$ cat src/rtl/avmm_seq_pkg.sv
// Shared constants, state encoding and address packing
// for the Avalon-MM evaluation sequencer.
package avmm_seq_pkg;

  localparam logic [11:0] VID_OL    = 12'd15;
  localparam logic [11:0] VID_TASK  = 12'd11;
  localparam logic [11:0] VID_CONT  = 12'd12;
  localparam logic [11:0] VID_DONE  = 12'd14;
  localparam logic [11:0] VID_UPD   = 12'd8;
  localparam logic [11:0] VID_APPLY = 12'd9;
  localparam logic [11:0] VID_RST   = 12'd13;

  typedef enum logic [3:0] {
    S_IDLE,
    S_WR_OL,
    S_RD_TASK,
    S_TASK_WAIT,
    S_WR_CONT,
    S_RD_DONE,
    S_RD_UPD,
    S_WR_APPLY,
    S_RD_OL,
    S_WR_RST,
    S_FIN
  } state_e;

  function automatic logic [15:0] addr_pack(
    input logic [1:0]  mid,
    input logic [11:0] vid
  );
    return {2'b00, mid, vid};
  endfunction

endpackage

$ cat src/rtl/avmm_master_port.sv
// Avalon-MM issue/hold/complete handshake with
// registered strobes and read-data capture.
module avmm_master_port (
  input  logic        clk,
  input  logic        reset,
  input  logic        req,
  input  logic        we,
  input  logic [15:0] addr,
  input  logic [31:0] wdata,
  output logic        ack,
  output logic [31:0] rdata,
  output logic [15:0] m_address,
  output logic        m_read,
  output logic        m_write,
  output logic [31:0] m_writedata,
  input  logic [31:0] m_readdata,
  input  logic        m_waitrequest
);

  logic        rd_q, rd_d;
  logic        wr_q, wr_d;
  logic        ack_q, ack_d;
  logic [15:0] addr_q, addr_d;
  logic [31:0] wdata_q, wdata_d;
  logic [31:0] rdata_q, rdata_d;

  always_comb begin
    rd_d    = rd_q;
    wr_d    = wr_q;
    ack_d   = 1'b0;
    addr_d  = addr_q;
    wdata_d = wdata_q;
    rdata_d = rdata_q;
    if (rd_q || wr_q) begin
      if (!m_waitrequest) begin
        rd_d  = 1'b0;
        wr_d  = 1'b0;
        ack_d = 1'b1;
        if (rd_q) rdata_d = m_readdata;
      end
    end else if (req && !ack_q) begin
      // ack_q gates re-issue while the FSM is still leaving the state
      rd_d    = !we;
      wr_d    = we;
      addr_d  = addr;
      wdata_d = wdata;
    end
  end

  always_ff @(posedge clk or negedge reset) begin
    if (!reset) begin
      rd_q    <= 1'b0;
      wr_q    <= 1'b0;
      ack_q   <= 1'b0;
      addr_q  <= '0;
      wdata_q <= '0;
      rdata_q <= '0;
    end else begin
      rd_q    <= rd_d;
      wr_q    <= wr_d;
      ack_q   <= ack_d;
      addr_q  <= addr_d;
      wdata_q <= wdata_d;
      rdata_q <= rdata_d;
    end
  end

  assign ack         = ack_q;
  assign rdata       = rdata_q;
  assign m_address   = addr_q;
  assign m_read      = rd_q;
  assign m_write     = wr_q;
  assign m_writedata = wdata_q;

endmodule

$ cat src/rtl/avmm_eval_sequencer.sv
// Hardware evaluation loop driving the program_logic
// slave: iterate, hand off tasks, apply updates.
module avmm_eval_sequencer #(
  parameter int MID_W      = 2,
  parameter int POLL_LIMIT = 1024
) (
  input  logic             clk,
  input  logic             reset,
  input  logic             start,
  input  logic [MID_W-1:0] start_mid,
  input  logic [31:0]      start_iters,
  input  logic             abort,
  output logic             busy,
  output logic             done,
  output logic             error,
  output logic             task_valid,
  output logic [31:0]      task_id,
  input  logic             task_ack,
  output logic [15:0]      m_address,
  output logic             m_read,
  output logic             m_write,
  output logic [31:0]      m_writedata,
  input  logic [31:0]      m_readdata,
  input  logic             m_waitrequest
);
  import avmm_seq_pkg::*;

  state_e           state_q, state_d;
  logic [MID_W-1:0] mid_q, mid_d;
  logic [31:0]      iters_q, iters_d;
  logic [31:0]      poll_q, poll_d;
  logic [31:0]      task_id_q, task_id_d;
  logic             busy_q, busy_d;
  logic             done_q, done_d;
  logic             error_q, error_d;
  logic             tv_q, tv_d;

  logic        req, we, ack;
  logic [11:0] vid;
  logic [31:0] wdata, rdata, poll_inc;
  logic        rd_nz;

  always_comb begin
    req   = 1'b1;
    we    = 1'b0;
    vid   = VID_TASK;
    wdata = '0;
    unique case (state_q)
      S_WR_OL: begin
        we    = 1'b1;
        vid   = VID_OL;
        wdata = iters_q;
      end
      S_RD_TASK:  vid = VID_TASK;
      S_WR_CONT: begin
        we  = 1'b1;
        vid = VID_CONT;
      end
      S_RD_DONE:  vid = VID_DONE;
      S_RD_UPD:   vid = VID_UPD;
      S_WR_APPLY: begin
        we  = 1'b1;
        vid = VID_APPLY;
      end
      S_RD_OL:    vid = VID_OL;
      S_WR_RST: begin
        we  = 1'b1;
        vid = VID_RST;
      end
      default:    req = 1'b0;
    endcase
  end

  assign rd_nz    = |rdata;
  assign poll_inc = (&poll_q) ? poll_q : poll_q + 32'd1;

  always_comb begin
    state_d   = state_q;
    mid_d     = mid_q;
    iters_d   = iters_q;
    poll_d    = poll_q;
    task_id_d = task_id_q;
    unique case (state_q)
      S_IDLE: if (start) begin
        state_d = S_WR_OL;
        mid_d   = start_mid;
        iters_d = start_iters;
        poll_d  = '0;
      end
      S_WR_OL: if (ack) state_d = S_RD_TASK;
      S_RD_TASK: if (ack) begin
        if (rd_nz) begin
          state_d   = S_TASK_WAIT;
          task_id_d = rdata;
          poll_d    = '0;
        end else begin
          state_d = S_RD_DONE;
        end
      end
      S_TASK_WAIT: begin
        if (abort)         state_d = S_WR_RST;
        else if (task_ack) state_d = S_WR_CONT;
      end
      S_WR_CONT: if (ack) state_d = S_RD_TASK;
      S_RD_DONE: if (ack) begin
        if (rdata[0]) begin
          poll_d  = '0;
          state_d = S_RD_UPD;
        end else begin
          poll_d  = poll_inc;
          state_d = (poll_inc >= 32'(POLL_LIMIT))
                  ? S_WR_RST : S_RD_TASK;
        end
      end
      S_RD_UPD:   if (ack) state_d = rd_nz ? S_WR_APPLY : S_RD_OL;
      S_WR_APPLY: if (ack) state_d = S_RD_TASK;
      S_RD_OL:    if (ack) state_d = rd_nz ? S_RD_TASK : S_FIN;
      S_WR_RST:   if (ack) state_d = S_IDLE;
      S_FIN:      state_d = S_IDLE;
      default:    state_d = S_IDLE;
    endcase
    if (ack && abort && state_q != S_WR_RST) state_d = S_WR_RST;
  end

  // Flag outputs are decoded from the next state so they stay registered
  assign busy_d  = (state_d != S_IDLE) && (state_d != S_FIN);
  assign done_d  = (state_d == S_FIN);
  assign error_d = (state_q == S_WR_RST) && ack;
  assign tv_d    = (state_d == S_TASK_WAIT);

  always_ff @(posedge clk or negedge reset) begin
    if (!reset) begin
      state_q   <= S_IDLE;
      mid_q     <= '0;
      iters_q   <= '0;
      poll_q    <= '0;
      task_id_q <= '0;
      busy_q    <= 1'b0;
      done_q    <= 1'b0;
      error_q   <= 1'b0;
      tv_q      <= 1'b0;
    end else begin
      state_q   <= state_d;
      mid_q     <= mid_d;
      iters_q   <= iters_d;
      poll_q    <= poll_d;
      task_id_q <= task_id_d;
      busy_q    <= busy_d;
      done_q    <= done_d;
      error_q   <= error_d;
      tv_q      <= tv_d;
    end
  end

  avmm_master_port u_port (
    .clk          (clk),
    .reset        (reset),
    .req          (req),
    .we           (we),
    .addr         (addr_pack(2'(mid_q), vid)),
    .wdata        (wdata),
    .ack          (ack),
    .rdata        (rdata),
    .m_address    (m_address),
    .m_read       (m_read),
    .m_write      (m_write),
    .m_writedata  (m_writedata),
    .m_readdata   (m_readdata),
    .m_waitrequest(m_waitrequest)
  );

  assign busy       = busy_q;
  assign done       = done_q;
  assign error      = error_q;
  assign task_valid = tv_q;
  assign task_id    = task_id_q;

endmodule

$ cat config.mk
export PLATFORM = sky130hd
export DESIGN_NAME = avmm_eval_sequencer
export DESIGN_NICKNAME = d
export VERILOG_FILES = /design/src/rtl/avmm_seq_pkg.sv /design/src/rtl/avmm_master_port.sv /design/src/rtl/avmm_eval_sequencer.sv
export SDC_FILE = /design/constraint.sdc
export NUM_CORES = 1
export LEC_CHECK = 0
export CORE_MARGIN = 3
export CORE_UTILIZATION = 30
export CTS_BUF_LIST = sky130_fd_sc_hd__clkbuf_4 sky130_fd_sc_hd__clkbuf_8
export CTS_CLUSTER_SIZE = 10
export DETAILED_ROUTE_END_ITERATION = 6
export GPL_ROUTABILITY_DRIVEN = 0
export PLACE_DENSITY = 0.59
export SYNTH_ARGS = -nofsm -noshare
export SYNTH_HDL_FRONTEND = slang
export SYNTH_HIERARCHICAL = 1
export SYNTH_SLANG_ARGS = --single-unit
$ cat constraint.sdc
create_clock -name clk -period 4.03 [get_ports clk]
set_input_delay 0.806 -clock clk [delete_from_list [all_inputs] [get_ports clk]]
set_output_delay 0.806 -clock clk [all_outputs]
set_load 0.01 [all_outputs]
-- Yosys cells after proc, flatten, opt, wreduce, memory -nomap -nowiden
Index checks and enable logic that the tools add are counted.
- bits in registers: 187
- latch bits: 0
- bits in writable memories: 0
- memory bits (read-only): 0
- input bits: 72
- memories kept: 0
- add/subtract/negate cells: 1
- multipliers: 0
- divide/modulo/power cells: 0
- order comparisons: 1
- equality and inequality tests: 18
- shift operators: 0
- multiplexer cells: 34
- bitwise gates (word level): 2
- reduce and logical (&&, ||, !) cells: 24
- operator list (cell ; number):
    32-bit 2-to-1 mux ; 7
    32-bit case mux with 3 select lines ; 1
    4-bit 2-to-1 mux ; 14
    32-bit by 1-bit adder with 32-bit output, second input constant ; 1
    32-bit by 11-bit >= comparator with 1-bit output, second input constant ; 1
    4-bit case mux with 8 select lines ; 1
    32-bit AND reduction ; 1
    32-bit OR reduction ; 1
    3-bit case mux with 6 select lines ; 1
    4-bit by 3-bit == test with 1-bit output, second input constant ; 4
    4-bit by 2-bit == test with 1-bit output, second input constant ; 3
    4-bit == test, second input constant ; 3
    1-bit 2-to-1 mux ; 9
    4-bit inequality test, second input constant ; 2
    8-bit OR reduction ; 1
    2-bit inequality test, second input constant ; 3
    2-bit AND reduction ; 3
    3-bit AND reduction ; 2
    1-bit logical AND ; 5
    5-bit AND reduction ; 1
    4-bit by 1-bit == test with 1-bit output, second input constant ; 1
    4-bit logical NOT ; 1
    2-bit by 1-bit inequality test with 1-bit output, second input constant ; 2
    4-bit nonzero test ; 1
    9 further kinds ; 11

-- Longest topological paths before layout
- word-level depth: 10
- mapped depth: 13

-- By module
The synthesis kept the hierarchy.
- modules (own cells, without submodules) (module ; instances ; cells an instance ; area an instance (µm²) ; seq. area each (µm²)):
    avmm_eval_sequencer ; 1 ; 590 ; 5825.6 ; 2652.5
    avmm_master_port ; 1 ; 182 ; 3126.7 ; 2077.0

-- Least setup slack after synthesis
No wires, ideal clock.
- kind: flip-flop to flip-flop
- start: register poll_q[0]
- end: register busy_q (netlist: busy)
- setup time: 143 ps
- arrival time: 2571 ps
- required time: 3887 ps
- setup slack: 1316 ps
- stages on the path, launching flop included: 11
- clock period less this slack: 2714 ps
- cells stage by stage: dfrtp_1 -> ha_1 -> and3_1 -> nand3_2 -> o211a_1 -> xor2_1 -> or4_4 -> nor4_4 -> a21oi_2 -> a21oi_2 -> a41oi_1
- word-level cells in the longest chain between the ends: 10
- ends and longest elaborated chain (what ; line ; source):
    start, declared ; avmm_eval_sequencer.sv:31 ; logic [31:0] poll_q, poll_d;
    start signal, assigned ; avmm_eval_sequencer.sv:146 ; poll_q <= poll_d;
    32-bit by 1-bit adder with 32-bit output or 32-bit AND reduction (tied branches) ; avmm_eval_sequencer.sv:75 ; assign poll_inc = (&poll_q) ? poll_q : poll_q + 32'd1;
    32-bit 2-to-1 mux * ; avmm_eval_sequencer.sv:75 ;
    32-bit by 11-bit >= comparator with 1-bit output * ; avmm_eval_sequencer.sv:111 ; state_d = (poll_inc >= 32'(POLL_LIMIT))
    4-bit 2-to-1 mux * ; avmm_eval_sequencer.sv:112 ; ? S_WR_RST : S_RD_TASK;
    4-bit 2-to-1 mux * ; avmm_eval_sequencer.sv:106 ; if (rdata[0]) begin
    4-bit 2-to-1 mux * ; avmm_eval_sequencer.sv:105 ; S_RD_DONE: if (ack) begin
    4-bit case mux with 8 select lines * ; avmm_eval_sequencer.sv:83 ; unique case (state_q)
    4-bit 2-to-1 mux * ; avmm_eval_sequencer.sv:122 ; if (ack && abort && state_q != S_WR_RST) state_d = S_WR_RST;
    4-bit inequality test or 4-bit nonzero test (tied branches) ; avmm_eval_sequencer.sv:126 ; assign busy_d = (state_d != S_IDLE) && (state_d != S_FIN);
    1-bit logical AND * ; avmm_eval_sequencer.sv:126 ;
    net busy_d ; avmm_eval_sequencer.sv:33 ; logic busy_q, busy_d;
    end signal, assigned ; avmm_eval_sequencer.sv:148 ; busy_q <= busy_d;
    end, declared ; avmm_eval_sequencer.sv:33 ;
The timed path passes the listed nets; every way through them passes the cells marked *.
A chain may end at the register's enable or synchronous reset.

-- Final worst setup path
- start: register poll_q[17]
- end: register busy_q (netlist: busy)
The elaborated chain is that of the path after synthesis.

==> out/metrics.yaml <==
drive_above_1_share: 0.204
critPathKind: "reg -> reg"
grt_pass1_vias: 6441
drt_first_pass_iters: 5
synth_edf_count: 0
ctsHoldBuffers: 0
synth_largest_area_cell: "dfrtp_1"
relSlewSlack: 0.461
drv_slew: 0
synthTopCellsByCount: "189 x dfrtp_1, 126 x mux2_2, 44 x o21ai_0"
num_vias: 6495
hpwl_mm: 15.0
synth_async_sr_flop_share: 1.00
grt_max_degree: 93
tritoncts: "built"
min_path_type: "in -> async"
cts_buffer_depth: 2
pwr_density_cell_mw_per_mm2: 642
postLayoutCellArea_mm2: 0.0113
fill_cells: 2887
rrSetupSlack_ns: 0.69
layout_setup_ws_ns: 0.695
drtIter0Drc: 470
start_util: 0.308
cts_setup_buffers: 0
setup_tns_ns: 0
fp.dieH_um: 179
syn_to_final_growth_pct: 26.2
ff_latch_area_mm2: 0.00473
finalCritPeriodShare: 0.828
clkTransAtPathRegs_ns: 0.11
place_area_mm2: 0.0109
antenna_found_initial: 0
grtUsageTotal: 0.138
ir_drop_mv: 0.423
synth_flop_cell: "dfrtp_1"
io_pins: 158
cts_buffers: 17
fin_crit_ns: 3.34
critPathArrivalTime_ns: 3.65
seq_area_frac_synth: 0.528
tightest_slew_ns: 0.808
layout.nets: 992
path_max_fanout: 12
clock-sinks: 189
clock_skew_ns: 0.0192
netlist_area_mm2: 0.00895
coreArea_mm2: 0.0291
netlist.area_leader.share: 0.528
status: "finished, final reports clean"
grt_overflow_total: 0
cp-end-kind: "flop"
synth.most_common_cell: "dfrtp_1"
place_inst: 1284
n_antenna_cell: 0
reg2reg_from: "poll_q[17]$_DFFE_PN0P_"
startpoint_type: "flop"
rr_endpoint: "busy$_DFF_PN0_"
die_x_um: 179
dp_slack_ns: 0.739
fmax_ghz: 0.300
ys_ff_latch: 189
multi_input_area_mm2: 0.00398
vias_per_cell: 4.94
die_area_mm2: 0.0319
ant_nets: 0
rsz0062_at_grt: "no"
p_leak_nw: 4.74
final_cells: 1315
synthTopCellsByArea: "dfrtp_1 53%, mux2_2 16%, and2_1 2.7%, mux2_1 2.6%, o21ai_0 2.5%"
drc: 0
r2r_cells: 9
ctsRootBufferMaster: "clkbuf_8"
hold_viol_final: 0
netlist_instances: 772
clk_latency_ns: 0.45
cts.htree.levels: 4
required_ns: 4.34
std_cell_rows: 62
yosysWarnings: 6
ctsResizeCount: 0
wl_mm: 21.7
cap_viol_max_count: 0
p_total_mw: 7.25
io_buffers: 157
drt-wirelength-per-cell_um: 16.5
setup_viol: 0
grt_pass1_wl_mm: 35.2
syn_area_per_cell_um2: 11.6
yosysUniqueCellTypes: 66
-- area by class of cell --
cell class	count	share of cell area
sequential	189	0.419
multi-input combinational	536	0.353
timing repair buffer	167	0.147
tap	384	0.0425
clock buffer	17	0.0207
clock inverter	14	0.0158
inverter	8	0.00266
-- flip-flops by register name, indices dropped and copies added (netlist names) --
signal	cells
error	1
poll_q	32
task_valid	1
busy	1
u_port/ack	1
state_q	4
done	1
iters_q	32
task_id	32
u_port/m_write	1
mid_q	2
u_port/m_writedata	32
u_port/m_address	16
u_port/m_read	1
u_port/rdata	32
-- metal layers --
layer | vias up | track usage | wire, um
met3 | 16 | 0.0483 | 1710
met1 | 3196 | 0.185 | 9710
met2 | 182 | 0.214 | 10000
met4 | 0 | 0.0321 | 201
li1 | 3101 | - | -
met5 | - | 0 | 0
-- where the power goes --
group | switching (mW) | internal, mW
registers | 0.471 | 2.63
clock network | 0.743 | 0.574
logic | 1.18 | 1.66
total | 2.39 | 4.86
-- cells in the final DEF, fill, tap and decap left out, types with 3 or more instances in the layout --
cell type        instances
xor2_1                   4
o22ai_1                  3
nand3_1                 22
a31oi_1                 14
conb_1                  11
inv_6                    3
and2_1                  39
and3_1                   7
nand4_1                 17
buf_4                    9
o2111ai_1                3
mux2_2                 126
o21ai_0                 44
inv_1                    8
nor4_4                   3
mux2_1                  21
clkdlybuf4s50_1        156
a21o_1                   4
nand2_1                 40
a21oi_1                 25
nand2b_1                 4
o31ai_1                 14
nor4_1                  19
nor3_1                  11
nor2b_1                  6
nor2_1                  43
and4_1                   5
a21oi_2                  3
dfrtp_1                189
clkbuf_8                18
-- kinds of logic after synthesis --
kind of cell	synth area share
DFF	0.528
other	0.000839
xor gates and xnor gates	0.00489
adders and majority gates	0.00140
and+or+nand+nor	0.153
muxes	0.187
AOI/OAI and AO/OA	0.0921
buffers and inverters	0.0321
-- how the worst max path moves through the flow --
stage / start / endpoint / slack, ns / cells past startpoint
floorplan: poll_q[0]$_DFFE_PN0P_ / busy$_DFF_PN0_ / 1.32 / 10
global placement: poll_q[17]$_DFFE_PN0P_ / busy$_DFF_PN0_ / 0.77 / 9
detailed placement: poll_q[17]$_DFFE_PN0P_ / busy$_DFF_PN0_ / 0.74 / 9
CTS: poll_q[17]$_DFFE_PN0P_ / busy$_DFF_PN0_ / 0.69 / 9
global route: poll_q[17]$_DFFE_PN0P_ / busy$_DFF_PN0_ / 0.48 / 9
finish: poll_q[17]$_DFFE_PN0P_ / busy$_DFF_PN0_ / 0.69 / 9
-- stage by stage --
| step | utilization | hold WS [ns] |
|---|---|---|
| after floorplan | - | 0.471 |
| after global placement | 0.374 | 0.466 |
| after detailed placement | 0.374 | 0.474 |
| after CTS | 0.388 | 0.405 |
| after global routing | 0.388 | 0.413 |
| final | 0.388 | 0.391 |
-- critical path, stage by stage (launching register included) --
cell and delay, ns:
dfrtp_1 0.50, and3_1 0.32, and4_4 0.23, a211oi_2 0.72, nor4bb_1 0.37, o32ai_1 0.21
nor4_4 0.42, a21oi_2 0.11, a21oi_2 0.20, a41oi_1 0.13
(Power assumes the default switching activity.)
